**src/rtl/seq_mul_pkg.sv**
```systemverilog
// Shared types and sizing constants for the sequential shift-and-add multiplier.
package seq_mul_pkg;

  typedef enum logic [1:0] {IDLE, RUN, DONE} state_t;

  localparam int W_DEFAULT = 8;
  localparam int P_W       = 2 * W_DEFAULT;

endpackage

```
**src/rtl/seq_shift_add_mul_if.sv**
```systemverilog
// Operand/result valid-ready bundle for the sequential multiplier.
// master drives operands and consumes the product; slave is the multiplier.
import seq_mul_pkg::*;

interface seq_shift_add_mul_if #(parameter int W = W_DEFAULT);

  logic             in_valid;
  logic             in_ready;
  logic [W-1:0]     a;
  logic [W-1:0]     b;
  logic             out_valid;
  logic             out_ready;
  logic [2*W-1:0]   o;

  modport master (
    output in_valid, a, b, out_ready,
    input  in_ready, out_valid, o
  );

  modport slave (
    input  in_valid, a, b, out_ready,
    output in_ready, out_valid, o
  );

endinterface

```
**src/rtl/cla_adder16.sv**
```systemverilog
// Combinational 16-bit carry-lookahead adder: four 4-bit lookahead groups
// whose group generate/propagate feed a second lookahead level.
module cla_adder16 (
  input  logic [15:0] x,
  input  logic [15:0] y,
  input  logic        cin,
  output logic [15:0] sum
);

  logic [15:0] g;
  logic [15:0] p;
  logic [15:0] c;
  logic [3:0]  gg;
  logic [3:0]  pg;
  logic [3:0]  gc;

  assign g = x & y;
  assign p = x ^ y;

  // Group generate and propagate for each 4-bit slice
  always_comb begin
    gg = '0;
    pg = '0;
    for (int k = 0; k < 4; k++) begin
      int bs;
      bs = 4 * k;
      gg[k] = g[bs+3] | (p[bs+3] & g[bs+2]) | (p[bs+3] & p[bs+2] & g[bs+1]) |
              (p[bs+3] & p[bs+2] & p[bs+1] & g[bs]);
      pg[k] = &p[bs +: 4];
    end
  end

  // Second-level lookahead: carry into each group straight from cin
  always_comb begin
    gc    = '0;
    gc[0] = cin;
    gc[1] = gg[0] | (pg[0] & cin);
    gc[2] = gg[1] | (pg[1] & gg[0]) | (pg[1] & pg[0] & cin);
    gc[3] = gg[2] | (pg[2] & gg[1]) | (pg[2] & pg[1] & gg[0]) |
            (pg[2] & pg[1] & pg[0] & cin);
  end

  // In-group lookahead carries from each group's carry-in
  always_comb begin
    c = '0;
    for (int k = 0; k < 4; k++) begin
      int bs;
      bs = 4 * k;
      c[bs]   = gc[k];
      c[bs+1] = g[bs] | (p[bs] & gc[k]);
      c[bs+2] = g[bs+1] | (p[bs+1] & g[bs]) | (p[bs+1] & p[bs] & gc[k]);
      c[bs+3] = g[bs+2] | (p[bs+2] & g[bs+1]) | (p[bs+2] & p[bs+1] & g[bs]) |
                (p[bs+2] & p[bs+1] & p[bs] & gc[k]);
    end
  end

  assign sum = p ^ c;

endmodule

```
**src/rtl/seq_shift_add_mul.sv**
```systemverilog
// Sequential unsigned W x W -> 2W multiplier using shift-and-add through a
// 16-bit carry-lookahead adder, with valid/ready on operands and product.
// Optional macro SEQ_MUL_EARLY_TERM_EN: finish as soon as the remaining
// multiplier bits are all zero (and skip RUN entirely when b is zero).
module seq_shift_add_mul
  import seq_mul_pkg::*;
#(
  parameter int W = W_DEFAULT
) (
  input logic              clk,
  input logic              rst,
  seq_shift_add_mul_if.slave bus
);

  localparam int P  = 2 * W;
  localparam int CW = $clog2(W) + 1;

  state_t         state;
  state_t         next_state;
  logic [P-1:0]   acc;
  logic [P-1:0]   mcand;
  logic [P-1:0]   prod;
  logic [W-1:0]   mplier;
  logic [CW-1:0]  cnt;
  logic [15:0]    add_x;
  logic [15:0]    add_y;
  logic [15:0]    add_sum;
  logic [P-1:0]   acc_next;
  logic           last_iter;
  logic           zero_b;
  logic           in_ready;
  logic           out_valid;

  // The adder sees the running accumulator and the shifted multiplicand
  assign add_x = 16'(acc);
  assign add_y = 16'(mcand);

  cla_adder16 u_adder (
    .x   (add_x),
    .y   (add_y),
    .cin (1'b0),
    .sum (add_sum)
  );

  assign acc_next = mplier[0] ? P'(add_sum) : acc;

`ifdef SEQ_MUL_EARLY_TERM_EN
  assign last_iter = (cnt == CW'(W - 1)) || ((mplier >> 1) == '0);
  assign zero_b    = (bus.b == '0);
`else
  assign last_iter = (cnt == CW'(W - 1));
  assign zero_b    = 1'b0;
`endif

  assign bus.in_ready  = in_ready;
  assign bus.out_valid = out_valid;
  assign bus.o         = prod;

  // State register
  always_ff @(posedge clk) begin
    if (rst) begin
      state <= IDLE;
    end else begin
      state <= next_state;
    end
  end

  // Next-state and handshake outputs derived from the current state
  always_comb begin
    next_state = state;
    in_ready   = 1'b0;
    out_valid  = 1'b0;
    case (state)
      IDLE: begin
        in_ready = 1'b1;
        if (bus.in_valid) begin
          next_state = zero_b ? DONE : RUN;
        end
      end
      RUN: begin
        if (last_iter) begin
          next_state = DONE;
        end
      end
      DONE: begin
        out_valid = 1'b1;
        if (bus.out_ready) begin
          next_state = IDLE;
        end
      end
      default: next_state = IDLE;
    endcase
  end

  // Datapath: load operands on accept, shift/accumulate in RUN, latch product on the last step
  always_ff @(posedge clk) begin
    if (rst) begin
      acc    <= '0;
      mcand  <= '0;
      mplier <= '0;
      cnt    <= '0;
      prod   <= '0;
    end else begin
      case (state)
        IDLE: begin
          if (bus.in_valid) begin
            mcand  <= P'(bus.a);
            mplier <= bus.b;
            acc    <= '0;
            cnt    <= '0;
            if (zero_b) begin
              prod <= '0;
            end
          end
        end
        RUN: begin
          acc    <= acc_next;
          mcand  <= mcand << 1;
          mplier <= mplier >> 1;
          cnt    <= cnt + CW'(1);
          if (last_iter) begin
            prod <= acc_next;
          end
        end
        default: ;
      endcase
    end
  end

endmodule

```
**src/flat_wrapper.sv**
```systemverilog
// flat-port wrapper written by rule: the top's interface ports become plain ports
module seq_shift_add_mul_flat import seq_mul_pkg::*;
#(
  parameter int W = W_DEFAULT
)
  (clk, rst, bus_in_valid, bus_a, bus_b, bus_out_ready, bus_in_ready, bus_out_valid, bus_o);
  seq_shift_add_mul_if #(.W(W)) bus_i ();
  input logic clk;
  input logic rst;
  input wire logic [$bits(bus_i.in_valid)-1:0] bus_in_valid;
  input wire logic [$bits(bus_i.a)-1:0] bus_a;
  input wire logic [$bits(bus_i.b)-1:0] bus_b;
  input wire logic [$bits(bus_i.out_ready)-1:0] bus_out_ready;
  output wire logic [$bits(bus_i.in_ready)-1:0] bus_in_ready;
  output wire logic [$bits(bus_i.out_valid)-1:0] bus_out_valid;
  output wire logic [$bits(bus_i.o)-1:0] bus_o;
  assign bus_i.in_valid = bus_in_valid;
  assign bus_i.a = bus_a;
  assign bus_i.b = bus_b;
  assign bus_i.out_ready = bus_out_ready;
  assign bus_in_ready = bus_i.in_ready;
  assign bus_out_valid = bus_i.out_valid;
  assign bus_o = bus_i.o;
  seq_shift_add_mul #(.W(W)) u_core (.clk(clk), .rst(rst), .bus(bus_i));
endmodule
```
**config.mk**
```make
export PLATFORM = sky130hd
export DESIGN_NAME = seq_shift_add_mul_flat
export DESIGN_NICKNAME = d
export VERILOG_FILES = /design/src/rtl/seq_mul_pkg.sv /design/src/rtl/seq_shift_add_mul_if.sv /design/src/rtl/cla_adder16.sv /design/src/rtl/seq_shift_add_mul.sv /design/src/flat_wrapper.sv
export SDC_FILE = /design/constraint.sdc
export NUM_CORES = 1
export LEC_CHECK = 0
export BUFFER_PORTS_ARGS = -buffer_cell sky130_fd_sc_hd__buf_2
export CAP_MARGIN = 20
export CORE_MARGIN = 5
export CORE_UTILIZATION = 40
export CTS_BUF_LIST = sky130_fd_sc_hd__clkbuf_8
export DETAILED_ROUTE_END_ITERATION = 16
export GPL_TIMING_DRIVEN = 0
export PLACE_DENSITY = 0.68
export SYNTH_ARGS = -nofsm -noshare
export SYNTH_HDL_FRONTEND = slang
export SYNTH_HIERARCHICAL = 1
export SYNTH_SLANG_ARGS = --single-unit
```
**constraint.sdc**
```tcl
create_clock -name clk -period 4 [get_ports clk]
set_input_delay 0.8 -clock clk [delete_from_list [all_inputs] [get_ports clk]]
set_output_delay 0.8 -clock clk [all_outputs]
set_load 0.005 [all_outputs]
```
After elaboration in Yosys (flattened, before gate mapping)
Index checks and enable logic that the tools add are counted.
- register bits after elaboration: 62
- logic and storage cells: 121
- input bits: 20
- output and inout bits: 18
- equal/unequal tests: 6
- multiplexer cells: 15
- add/subtract/negate cells: 1
- reduce and logical (&&, ||, !) cells: 7
- bitwise gates (word level): 86
- operators with widths (cell ; count):
    16-bit one-hot mux with 2 select lines ; 2
    1-bit bitwise AND ; 50
    16-bit 2-to-1 mux ; 3
    1-bit bitwise OR ; 33
    16-bit XOR ; 2
    8-bit one-hot mux with 2 select lines ; 1
    15-bit bitwise AND ; 1
    8-bit 2-to-1 mux ; 1
    4-bit one-hot mux with 2 select lines ; 1
    4-bit AND reduction ; 2
    2-bit 2-to-1 mux ; 3
    2-bit one-hot mux with 3 select lines ; 1
    4-bit by 1-bit adder with 4-bit output, second input constant ; 1
    4-bit by 3-bit equality test with 1-bit output, second input constant ; 1
    4-bit 2-to-1 mux ; 1
    2-bit != test, second input constant ; 2
    2-bit AND reduction ; 2
    3-bit AND reduction ; 1
    2-bit by 1-bit equality test with 1-bit output, second input constant ; 1
    2-bit equality test, second input constant ; 1
    2-bit logical NOT ; 1
    1-bit 2-to-1 mux ; 2
    2-bit by 1-bit != test with 1-bit output, second input constant ; 1
    2-bit nonzero test ; 1

Logic depth before layout (Yosys ltp)
Gate-level depths: netlist of run 1.
- word-level depth: 13
- depth in mapped cells: 11
- mapped depth without buffers: 11

Modules after synthesis
The synthesis of run 1 kept the hierarchy.
- modules (own cells, without submodules) (module ; cells an instance ; seq. area each (µm²) ; instances ; area each (µm²)):
    seq_shift_add_mul ; 268 ; 1241.2 ; 1 ; 2676.3
    cla_adder16 ; 77 ; 0.0 ; 1 ; 685.7

Worst setup path before layout of run 1
OpenSTA, ideal clock, no wires.
- kind: reg2reg
- start point: register u_core.mcand[2] (netlist: u_core/add_y[2])
- end point: register u_core.prod[13] (netlist: u_core/bus.o[13])
- clock period less this slack: 2.616 ns
- buffers on the path: 0
- stages on the path, launching flop included: 12
- slack: 1.384 ns
- library setup time: 0.079 ns
- required time: 3.921 ns
- data arrival time: 2.536 ns
- cells stage by stage: dfxtp_1 -> ha_1 -> a21oi_1 -> nor2b_1 -> o21a_1 -> o41ai_2 -> o21bai_1 -> a21o_1 -> fa_1 -> xor2_1 -> mux2i_1 -> a211oi_2
- longest elaborated chain between the ends: 11
- elaborated cells between the ends (all ways): 16
- those cells by class: 1 x mux; 15 x bitwise
- ends and longest elaborated chain (element ; line ; source):
    from (decl) ; seq_shift_add_mul.sv:21 ; logic [P-1:0] mcand;
    from (signal assigned) ; seq_shift_add_mul.sv:107 ; mcand <= P'(bus.a);
    from (signal assigned) ; seq_shift_add_mul.sv:118 ; mcand <= mcand << 1;
    15-bit bitwise AND / 16-bit XOR (equally long branches) ; cla_adder16.sv:17, cla_adder16.sv:18 ;
    1-bit bitwise AND, on equally long branches ; cla_adder16.sv:27, cla_adder16.sv:28 ;
    1-bit bitwise OR, or another cell as far along ; cla_adder16.sv:27 ; gg[k] = g[bs+3] | (p[bs+3] & g[bs+2]) | (p[bs+3] & p[bs+2] & g[bs+1]) |
    1-bit bitwise OR / 1-bit bitwise AND (equally long branches) ; cla_adder16.sv:27, cla_adder16.sv:28 ;
    1-bit bitwise OR * ; cla_adder16.sv:27 ;
    1-bit bitwise AND * ; cla_adder16.sv:39 ; gc[3] = gg[2] | (pg[2] & gg[1]) | (pg[2] & pg[1] & gg[0]) |
    1-bit bitwise OR * ; cla_adder16.sv:39 ;
    1-bit bitwise AND * ; cla_adder16.sv:50 ; c[bs+1] = g[bs] | (p[bs] & gc[k]);
    1-bit bitwise OR * ; cla_adder16.sv:50 ;
    16-bit XOR * ; cla_adder16.sv:57 ; assign sum = p ^ c;
    via u_core.add_sum[13] ; seq_shift_add_mul.sv:27 ; logic [15:0] add_sum;
    16-bit 2-to-1 mux * ; seq_shift_add_mul.sv:45 ; assign acc_next = mplier[0] ? P'(add_sum) : acc;
    to (signal assigned) ; seq_shift_add_mul.sv:122 ; prod <= acc_next;
    to (decl) ; seq_shift_add_mul.sv:22 ; logic [P-1:0] prod;
The timed path passes the listed nets; every way through them passes the cells marked *.
A chain may end at the register's enable or synchronous reset.

Final worst setup path of run 1
- start point: register u_core.mcand[5] (netlist: u_core/add_y[5])
- end point: register u_core.prod[13] (netlist: u_core/bus.o[13])
- longest elaborated chain between the ends: 11
- elaborated cells between the ends (all ways): 17
- those cells by class: 1 x mux; 15 x bitwise; 1 x reduce/logical
- ends and longest elaborated chain (element ; line):
    15-bit bitwise AND / 16-bit XOR (equally long branches) ; cla_adder16.sv:17, cla_adder16.sv:18
    1-bit bitwise AND, on equally long branches ; cla_adder16.sv:27, cla_adder16.sv:28
    1-bit bitwise OR / 1-bit bitwise AND (equally long branches) ; cla_adder16.sv:27, cla_adder16.sv:28
    1-bit bitwise OR ; cla_adder16.sv:27
    1-bit bitwise AND ; cla_adder16.sv:39
    1-bit bitwise OR ; cla_adder16.sv:39
    1-bit bitwise OR * ; cla_adder16.sv:39
    1-bit bitwise AND * ; cla_adder16.sv:50
    1-bit bitwise OR * ; cla_adder16.sv:50
    16-bit XOR * ; cla_adder16.sv:57
    via u_core.add_sum[13] ; seq_shift_add_mul.sv:27
    16-bit 2-to-1 mux * ; seq_shift_add_mul.sv:45
Marks and branches as above.

==> qor.csv, run 1 <==
metric,value,unit
largest net degree at the start of global routing,11,
clock tree sinks,62,
Startpoint Class,flop,
vias in the first global route,2608,
post-synth top area share,36.9,%
setup violators final,0,
final worst clock skew,0.0114,ns
"Seq/Total Area, Yosys",36.9,%
Non-Filler Instances,504,
detailed placement HPWL,5760,um
TritonRoute pass-1 iters,4,
Slew headroom,58.2,%
Critical path buffers and inverters,0,
CP arrival,3.14,ns
overall die width,102,um
ys flop type,dfxtp_1,
Core ar.,8220,um2
max-capacitance violation count,0,
layer with the highest usage,met2,
fraction of layout cells with a size suffix above 1,23.6,%
per-cell routed wire length,15.7,um
minimum clock period,2.88,ns
I/O pins,38,
post-route antenna net violation count,0,
number of cells in the design after placement,488,
Mapped Area,3360,um2
fin. max-slew vios,0,
Initial DRC Count,125,
total number of vias,2727,
Final nets,434,
CTS Hold Bufs,0,
# Post-CTS Setup Buffers,0,
Yosys cell types,51,
TritonCTS buffer count,9,
first-pass GRT wire length,12900,um
clk buf depth,2,
yosys warns,6,
root buffer cell,clkbuf_8,
Yosys top cell by area,dfxtp_1,
"EDFF count, synth",0,
Pleak,1.68,nW
final hold vios,0,
outcome,completed,
Area Growth Syn to Fin,16.4,%
Clock Latency Late Sink,0.34,ns
met1 usage,21.5,%
PwrDens,374,nW/um2
R2R depth,10,
RSZ-0062 raised after global routing,no,
Worst-Margin Slew,0.627,ns
antenna violations before repair,0,
critical path cell sequence,"ha_1, a21o_1, a31o_4, o41ai_2, o21bai_1, a21o_1, fa_1, xor2_1, mux2i_1, a211oi_2",
Top Family by Delay on Critical Path,compound AO/OA/AOI/OAI gates,
Final GP Congestion,0.802,
CTS tree,built,
crit path max fanout,5,
Final period util,72.1,%
Synth Instances,345,
Fin Setup TNS,0,ns
critical setup path kind,reg -> reg,
routed wire length,7930,um
Hold Path Class,reg -> reg,
Power Total,1.46,mW
global-route met3 utilization,4.89,%
Levels on crit path,10,
Port Buffer Count,37,
die area,10300,um2
CTS resizes,0,
asr flop ratio synth,0,%
hold depth,2,
# DRC,0,
starting density of the core,40.9,%
met2 Use GR,25.0,%
CP Capture Type,flop,
hold_ws,0.478,ns
antenna diode count,0,
Worst VDD drop,0.197,mV
die height,102,um
f_max,0.347,GHz
num rows,33,
Vias per Instance,5.41,
"Remaining Overflow, GRT",0,
cell at the slowest stage of the critical path,ha_1,
overall global routing resource usage,16.0,%
most area-consuming cells after synthesis,"dfxtp_1 (37%), a22o_1 (7.8%), ha_1 (6.0%)",
Synth Register Bits,62,
Max H-tree Level,3,
WP data required,4.26,ns
mean area per synthesized cell,9.74,um2
CP most frequent cell,a21o_1,
clock-pin slew on the worst setup and hold paths,0.07,ns
CP peak stage delay,0.38,ns
[logic make-up after synthesis]
logic type / Yosys count / share of synthesized area, %
adders and majority gates: 20 / 8.34
xor gates and xnor gates: 13 / 3.39
buffers and inverters: 51 / 7.89
AOI/OAI and AO/OA: 119 / 29.0
DFF: 62 / 36.9
and+or+nand+nor: 61 / 8.82
other: 1 / 0.112
muxes: 18 / 5.51
[final timing paths]
check | slack (ns) | startpoint | end
worst max register to register | 1.12 | u_core/add_y[5] | u_core/bus.o[13]
worst min-delay path | 0.48 | u_core/mplier[2] | u_core/mplier[2]
worst max-delay path | 1.12 | u_core/add_y[5] | u_core/bus.o[13]
worst min register to register | 0.48 | u_core/mplier[2] | u_core/mplier[2]
[per-layer routing]
layer | vias up | share of wire, %
met3 | 5 | 5.9
met5 | - | 0
met2 | 63 | 46
met1 | 1306 | 47
li1 | 1353 | -
met4 | 0 | 0.79
[cell usage in the layout, fill, tap and decap left out, types with 2 or more instances in the layout]
cell type,synthesis,final
a211oi_2,10,10
xnor2_1,9,9
o21bai_1,3,3
a21oi_1,22,22
clkbuf_1,6,6
a221oi_1,7,7
nand2_1,4,4
a31oi_1,2,2
mux2i_1,17,17
buf_2,13,50
fa_1,4,4
a22o_1,30,30
dfxtp_1,62,62
a22oi_1,10,10
o21ai_0,2,2
xor2_1,4,4
bufinv_16,0,3
ha_1,16,16
a211oi_1,16,16
and3b_1,2,2
inv_1,25,28
conb_1,1,2
nor2_1,38,38
clkbuf_8,0,9
nand3_1,4,4
nor2b_1,4,4
a21o_1,3,3
nand2b_1,2,2
buf_6,5,5
[power breakdown]
| part | switching (mW) | total (mW) | internal (mW) |
|---|---|---|---|
| Clock | 0.243 | 0.650 | 0.406 |
| Combinational | 0.0950 | 0.165 | 0.0698 |
| Sequential | 0.0126 | 0.647 | 0.635 |
[Yosys cell counts (2+ instances only)]
master / n
and3b_1: 2
a22o_1: 30
xor2_1: 4
dfxtp_1: 62
nor2b_1: 4
nand3_1: 4
mux2i_1: 17
nand2b_1: 2
nand2_1: 4
buf_6: 5
clkbuf_1: 6
buf_2: 13
a211oi_2: 10
fa_1: 4
a22oi_1: 10
xnor2_1: 9
a21oi_1: 22
a31oi_1: 2
a21o_1: 3
nor2_1: 38
ha_1: 16
a211oi_1: 16
inv_1: 25
o21bai_1: 3
a221oi_1: 7
o21ai_0: 2
[metrics by stage]
| stage | util [%] | area, um2 | setup WS, ns |
|---|---|---|---|
| detailed placement | 44.8 | 3680 | 1.16 |
| global route | 47.6 | 3910 | 0.941 |
| global placement | 44.8 | 3680 | 1.18 |
| CTS | 47.6 | 3910 | 1.12 |
| finish | 47.6 | 3910 | 1.12 |
| floorplan | - | 3370 | 1.38 |
[registers in the layout, indices dropped and copies added, names as in the netlist]
signal,cells
u_core/acc,16
u_core/add_y,16
u_core/bus.o,16
u_core/mplier,8
u_core/cnt,4
u_core/state,2
[final cells by class]
class	count	area (um2)
Inverter	25	93.8
Timing Repair Buffer	37	185
Multi-Input combinational cell	233	1860
Tap cell	105	131
Buffer	26	171
Clock buffer	9	124
Sequential cell	62	1240
Fill cell	786	4300
Clock inverter	7	106
[worst reg2reg max path: stages (launching register included)]
cell,delay (ns)
dfxtp_1,0.35
ha_1,0.38
a21o_1,0.25
a31o_4,0.27
o41ai_2,0.30
o21bai_1,0.16
a21o_1,0.21
fa_1,0.37
xor2_1,0.18
mux2i_1,0.11
a211oi_2,0.22
(Power assumes the default switching activity.)
==> run 2: changes to the inputs <==
--- a/config.mk
+++ b/config.mk
@@ -5,6 +5,7 @@
 export SDC_FILE = /design/constraint.sdc
 export NUM_CORES = 1
 export LEC_CHECK = 0
+export ABC_AREA = 1
 export BUFFER_PORTS_ARGS = -buffer_cell sky130_fd_sc_hd__buf_2
 export CAP_MARGIN = 20
 export CORE_MARGIN = 5
==> constraint.sdc (replaced) <==
create_clock -name clk -period 2.99 [get_ports clk]
set_input_delay 0.598 -clock clk [delete_from_list [all_inputs] [get_ports clk]]
set_output_delay 0.598 -clock clk [all_outputs]
set_load 0.005 [all_outputs]
==> run 2 against run 1 <==
  * Critical path depth grew 5
  * Register-to-register slack lost 0.42 ns
  * Clock-buffer cell count grew 1
  * Utilization shrank 0.27 points
  * First-iteration DRC count grew 47%
  * Combinational power grew 47%
  * Critical path type unchanged
  * Sequential share of layout area shrank 1.8 points
  * Hold slack lost 0.0019 ns
  * Worst setup slack lost 0.42 ns
  * Routed wire length grew 9.4%
  * Clock power grew 26%
  * Sequential power grew 34%
==> qor.csv, run 2 <==
metric,value,unit,change
outcome,completed,,
Top Family by Delay on Critical Path,simple AND/OR/NAND/NOR gates,,
clk buf depth,2,,unchanged
fraction of layout cells with a size suffix above 1,13.1,%,-10 points
CTS Hold Bufs,0,,unchanged
Synth Register Bits,62,,unchanged
final hold vios,0,,unchanged
overall die width,105,um,+3.4%
Initial DRC Count,184,,+47%
Pleak,2.00,nW,+19%
clock-pin slew on the worst setup and hold paths,0.07,ns,about the same
minimum clock period,2.30,ns,-0.586 ns
antenna violations before repair,0,,unchanged
die area,11100,um2,+6.9%
# Post-CTS Setup Buffers,0,,unchanged
Synth top cells by count,"nand2_1 (170), inv_1 (73), nand3_1 (72)",,
Max H-tree Level,3,,unchanged
Worst-Margin Slew,0.582,ns,-0.0449 ns
"most common cell after layout, fill and taps aside",nand2_1,,
fin. max-slew vios,0,,unchanged
CP arrival,2.55,ns,-0.59 ns
"EDFF count, synth",0,,unchanged
Startpoint Class,flop,,
PwrDens,464,nW/um2,+24%
max-capacitance violation count,0,,unchanged
Hold Path Class,reg -> reg,,
largest net degree at the start of global routing,11,,unchanged
CP most frequent cell,nand2_1,,
Comb pwr share,12.6,%,+1.3 points
yosys warns,6,,unchanged
clock tree sinks,62,,unchanged
combinational family with the most area after synthesis,simple AND/OR/NAND/NOR gates,,
overall global routing resource usage,16.7,%,+0.65 points
Fin Setup TNS,0,ns,unchanged
Final GP Congestion,0.807,,+0.67%
CTS resizes,0,,unchanged
die height,105,um,+3.4%
Place WS,0.681,ns,-0.475 ns
routed wire length,8670,um,+9.4%
I/O pins,38,,unchanged
Sw Pwr,0.510,mW,+45%
starting density of the core,41.3,%,+0.39 points
detailed placement HPWL,6530,um,+13%
post-route antenna net violation count,0,,unchanged
cell at the slowest stage of the critical path,fa_1,,
# DRC,0,,unchanged
root buffer cell,clkbuf_8,,
WP data required,3.24,ns,-1.02 ns
mux contribution to synthesized area,0,%,-5.5 points
critical path cell sequence,"ha_1, nand2_1, nand3b_1, nand2_2, nand2_1, nand2_2, inv_1, fa_1, inv_1, inv_1, nand2_1, nand2_1, nand3_1, nand2_1, nor2_1",,
RSZ-0062 raised after global routing,no,,
most area-consuming cells after synthesis,"dfxtp_1 (34%), nand2_1 (18%), nand3_1 (10%)",,
total number of vias,3441,,+26%
"Remaining Overflow, GRT",0,,unchanged
asr flop ratio synth,0,%,unchanged
most frequent cells in the layout,"nand2_1 (170), inv_1 (75), nand3_1 (72), nor2_1 (63), dfxtp_1 (62)",,
TritonRoute pass-1 iters,4,,unchanged
Synth Instances,558,,+62%
Worst VDD drop,0.323,mV,+64%
PnR worst setup slack,0.693,ns,-0.424 ns
Flop pwr share,45.0,%,+0.7 points
Synth Area in Adders,7.74,%,-0.59 points
xor and xnor area share after synthesis,1.94,%,-1.5 points
post-synth top area share,34.3,%,-2.6 points
Final period util,76.8,%,+4.8 points
mean area per synthesized cell,6.49,um2,-33%
first-pass GRT wire length,15300,um,+19%
Area Growth Syn to Fin,14.6,%,
switch share,26.5,%,+2.5 points
final worst clock skew,0.00894,ns,-0.00250 ns
critical setup path kind,reg -> reg,,
Synth Area in Compound Gates,6.53,%,-22 points
Slew headroom,61.2,%,+3.0 points
CTS tree,built,,
ys flop type,dfxtp_1,,
Critical path buffers and inverters,3,,+3
Yosys cell types,34,,-33%
Mapped Area,3620,um2,+7.7%
Vias per Instance,4.79,,-11%
Post-Route Utilization,47.3,%,-0.27 points
antenna diode count,0,,unchanged
"Seq/Total Area, Yosys",34.3,%,-2.6 points
setup violators final,0,,unchanged
num rows,34,,+3.0%
internal power,1.42,mW,+27%
Synth Area in Simple Gates,37.5,%,+29 points
Final nets,645,,+49%
Core ar.,8760,um2,+6.7%
crit path max fanout,5,,unchanged
Clock Latency Late Sink,0.35,ns,about the same
CP Capture Type,flop,,
CP peak stage delay,0.48,ns,+0.10 ns
f_max,0.435,GHz,+26%
vias in the first global route,3386,,+30%
per-cell routed wire length,12.1,um,-23%
most frequent cell after synthesis,nand2_1,,
Clock Power Share,42.4,%,-2.0 points
Yosys top cell by area,dfxtp_1,,
Port Buffer Count,35,,-5.4%
TritonCTS buffer count,9,,unchanged
## run 2: tightest hold or removal path, cell delays in order (launching register included)
cell and delay, ns:
dfxtp_1 0.32, nor2_1 0.04, nor2_1 0.08
## run 2: cell type report
class                   count  area [um2]
repair buffers             35         175
clock buffers              10         138
clock inverters             6        77.6
multi-input cells         397        1950
fillers                   932        4610
inverters                  78         295
plain buffers              22         134
flip-flops and latches     62        1240
well taps                 108         135
## run 2: kinds of logic after synthesis
logic type / Yosys count
and+or+nand+nor: 323
buffers and inverters: 100
other: 1
AOI/OAI and AO/OA: 44
xor gates and xnor gates: 8
DFF: 62
adders and majority gates: 20
## run 2: final timing paths
path | start | endpoint | slack (ns) | cells after the start
max | u_core/add_y[3] | u_core/bus.o[8] | 0.69 | 15
min reg2reg | u_core/bus.o[14] | u_core/bus.o[14] | 0.48 | 2
max reg2reg | u_core/add_y[3] | u_core/bus.o[8] | 0.69 | 15
min | u_core/bus.o[14] | u_core/bus.o[14] | 0.48 | 2
## run 2: power groups by stage
stage	Sequential [mW]	Combinational [mW]	Clock, mW
3_5_place_dp	0.886	0.242	0
3_3_place_gp	0.886	0.237	0
5_1_grt	0.871	0.279	0.870
4_1_cts	0.867	0.243	0.834
2_1_floorplan	0.881	0.179	0
6_report	0.867	0.243	0.816
## run 2: per-layer routing
metal	vias to the layer above	share of wire (%)	track usage, %
met5	-	0	0
met4	0	1.4	5.57
met3	12	4.8	4.07
met2	76	48	28.0
met1	1536	46	20.9
li1	1817	-	-
## run 2: through the flow
stage          total power [mW]  instances  hold slack [ns]  area [um2]
2_1_floorplan              1.06        559            0.439        3620
3_3_place_gp               1.12        702            0.452        3930
3_5_place_dp               1.13        702            0.465        3930
4_1_cts                    1.95        718            0.479        4150
5_1_grt                    2.02        718            0.505        4150
6_report                   1.93        718            0.476        4150
==> run 3: changes to the inputs <==
--- a/config.mk
+++ b/config.mk
@@ -5,7 +5,7 @@
 export SDC_FILE = /design/constraint.sdc
 export NUM_CORES = 1
 export LEC_CHECK = 0
-export ABC_AREA = 1
+export ABC_AREA = 0
 export BUFFER_PORTS_ARGS = -buffer_cell sky130_fd_sc_hd__buf_2
 export CAP_MARGIN = 20
 export CORE_MARGIN = 5
==> constraint.sdc (replaced) <==
create_clock -name clk -period 2.3 [get_ports clk]
set_input_delay 0.46 -clock clk [delete_from_list [all_inputs] [get_ports clk]]
set_output_delay 0.46 -clock clk [all_outputs]
set_load 0.005 [all_outputs]
==> run 3 against run 2 <==
  * The run now ends with setup timing left
  * Global-route usage fell by 0.54 points
  * Clock-buffer cell count up 1
  * Die area is 6.4% lower
  * Clock skew up 0.0034 ns
  * Largest power group unchanged
  * Sequential power rose by 30%
==> qor.csv, run 3 (same netlist as run 1, synthesis figures left out) <==
metric,value,unit,change
clock-pin slew on the worst setup and hold paths,0.07,ns,about the same
Startpoint Class,flop,,
number of cells in the design after placement,488,,-30%
Worst VDD drop,0.248,mV,-23%
Final GP Congestion,0.811,,+0.52%
Non-Filler Instances,513,,-29%
reg2reg start,u_core/add_y[5],,
Hold Path Class,in -> reg,,
Vias per Instance,5.35,,+12%
overall global routing resource usage,16.1,%,-0.54 points
Comb pwr share,12.7,%,about the same
failing checks,setup timing,,
final worst clock skew,0.0123,ns,+0.00337 ns
hold depth,3,,+1
num rows,33,,-2.9%
PwrDens,585,nW/um2,+26%
TritonCTS buffer count,9,,unchanged
critical setup path kind,reg -> reg,,
detailed placement HPWL,5580,um,-15%
final hold vios,0,,unchanged
CTS Hold Bufs,0,,unchanged
overall die width,102,um,-3.3%
antenna diode count,0,,unchanged
Final period util,113,%,+36 points
setup violators final,5,,+5
WHS Endpoint,u_core/mplier[7],,
Flop pwr share,47.0,%,+2.0 points
crit path max fanout,4,,-1
# DRC,0,,unchanged
Sw Pwr,0.615,mW,+21%
most frequent cells in the layout,"buf_2 (50), dfxtp_1 (47), nor2_1 (37), a22o_1 (30), inv_1 (26)",,
per-cell routed wire length,15.3,um,+27%
Max H-tree Level,3,,unchanged
WP data required,2.56,ns,-0.68 ns
root buffer cell,clkbuf_8,,
CP arrival,2.87,ns,+0.32 ns
die area,10300,um2,-6.4%
Clock Power Share,40.3,%,-2.1 points
CTS tree,built,,
Power Total,2.41,mW,+25%
internal power,1.80,mW,+27%
largest net degree at the start of global routing,11,,unchanged
Slew headroom,64.7,%,+3.5 points
Port Buffer Count,37,,+5.7%
Fin Setup TNS,-1.03,ns,-1.03 ns
fraction of layout cells with a size suffix above 1,33.8,%,+21 points
Core ar.,8220,um2,-6.2%
die height,102,um,-3.3%
vias in the first global route,2760,,-18%
TritonRoute pass-1 iters,4,,unchanged
PnR worst setup slack,-0.306,ns,-0.999 ns
CP Capture Type,flop,,
Pleak,1.71,nW,-14%
FF-to-FF setup slack,-0.31,ns,-1.00 ns
post-route antenna net violation count,0,,unchanged
fillcell total,764,,-18%
routed wire length,7870,um,-9.2%
reg2reg end,u_core/bus.o[13],,
Initial DRC Count,95,,-48%
R2R depth,10,,-5
Area Growth Syn to Fin,22.6,%,
Post-Route Utilization,50.2,%,+2.8 points
minimum clock period,2.61,ns,+0.309 ns
Worst-Margin Slew,0.530,ns,-0.0522 ns
first-pass GRT wire length,13100,um,-14%
switch share,25.5,%,-0.97 points
area occupied by multi-input gates,2010,um2,+2.8%
"most common cell after layout, fill and taps aside",buf_2,,
total number of vias,2747,,-20%
Final nets,443,,-31%
starting density of the core,40.9,%,-0.39 points
max-capacitance violation count,0,,unchanged
RSZ-0062 raised after global routing,yes,,
register area,1260,um2,+1.9%
I/O pins,38,,unchanged
"Remaining Overflow, GRT",0,,unchanged
clock tree sinks,62,,unchanged
Clock Latency Late Sink,0.34,ns,about the same
clk buf depth,2,,unchanged
outcome,"finished, violations left",,
fin. max-slew vios,0,,unchanged
hold path startpoint,bus_b[7],,
f_max,0.384,GHz,-12%
antenna violations before repair,0,,unchanged
[run 3: changes by cell type in the layout (fill, tap and decap cells not counted), sizes merged, moves of 10 or more]
cell    delta
inv       -52
a22o      +30
a22oi     +10
mux2i     +17
nor2      -30
a211oi    +26
nand2    -173
nand3     -68
buf       +15
a21oi     -13
[run 3: worst max path at each step]
stage	startpoint	slack [ns]	depth (start not counted)	to
6_report	u_core/add_y[5]	-0.31	10	u_core/bus.o[13]
5_1_grt	u_core/add_y[5]	-0.39	10	u_core/bus.o[13]
4_1_cts	u_core/acc[2]	-0.29	10	u_core/bus.o[12]
3_5_place_dp	u_core/add_y[1]	-0.36	11	u_core/bus.o[13]
3_3_place_gp	u_core/acc[2]	-0.35	11	u_core/bus.o[13]
2_1_floorplan	u_core/acc[5]	-0.19	10	u_core/bus.o[13]
[run 3: metrics by stage]
| stage | setup slack, ns | hold WS (ns) | cell area, um2 |
|---|---|---|---|
| final | -0.306 | 0.393 | 4120 |
| after global routing | -0.387 | 0.397 | 4120 |
| after CTS | -0.289 | 0.380 | 4040 |
| after detailed placement | -0.362 | 0.473 | 3720 |
| after global placement | -0.355 | 0.462 | 3720 |
| after floorplan | -0.191 | 0.452 | 3410 |
[run 3: area by class of cell]
type / count / area share, %
plain buffers: 26 / 4.16
clock buffers: 11 / 3.67
clock inverters: 5 / 1.18
inverters: 25 / 2.28
multi-input cells: 233 / 48.7
flip-flops and latches: 62 / 30.7
well taps: 105 / 3.19
repair buffers: 46 / 6.13
[run 3: power by group through the flow]
stage / combinational, mW / sequential (mW) / clock, mW
after detailed placement: 0.286 / 1.15 / 0
after CTS: 0.296 / 1.14 / 1.00
final: 0.307 / 1.13 / 0.971
after floorplan: 0.216 / 1.14 / 0
after global routing: 0.340 / 1.14 / 1.03
after global placement: 0.280 / 1.15 / 0
[run 3: what timing repair did]
item | in CTS | in global routing
gates resized for setup | 20 | 10
buffers inserted | 4 | 5
pin swaps | 7 | 13
setup endpoints to repair | 5 | 7
[run 3: routing by layer]
metal	wire length [um]	vias to the layer above	GRT usage (%)
met2	3640	64	25.4
met4	73	0	5.62
li1	-	1368	-
met1	3690	1307	21.8
met5	0	-	0
met3	471	8	3.58
[run 3: worst max-delay path, stage by stage (launching register included)]
cell,delay (ns)
dfxtp_4,0.36
ha_4,0.25
a21o_1,0.22
a31o_4,0.25
o41ai_4,0.30
o21bai_1,0.14
a21o_1,0.20
fa_2,0.35
xor2_2,0.15
mux2i_1,0.10
a211oi_2,0.21
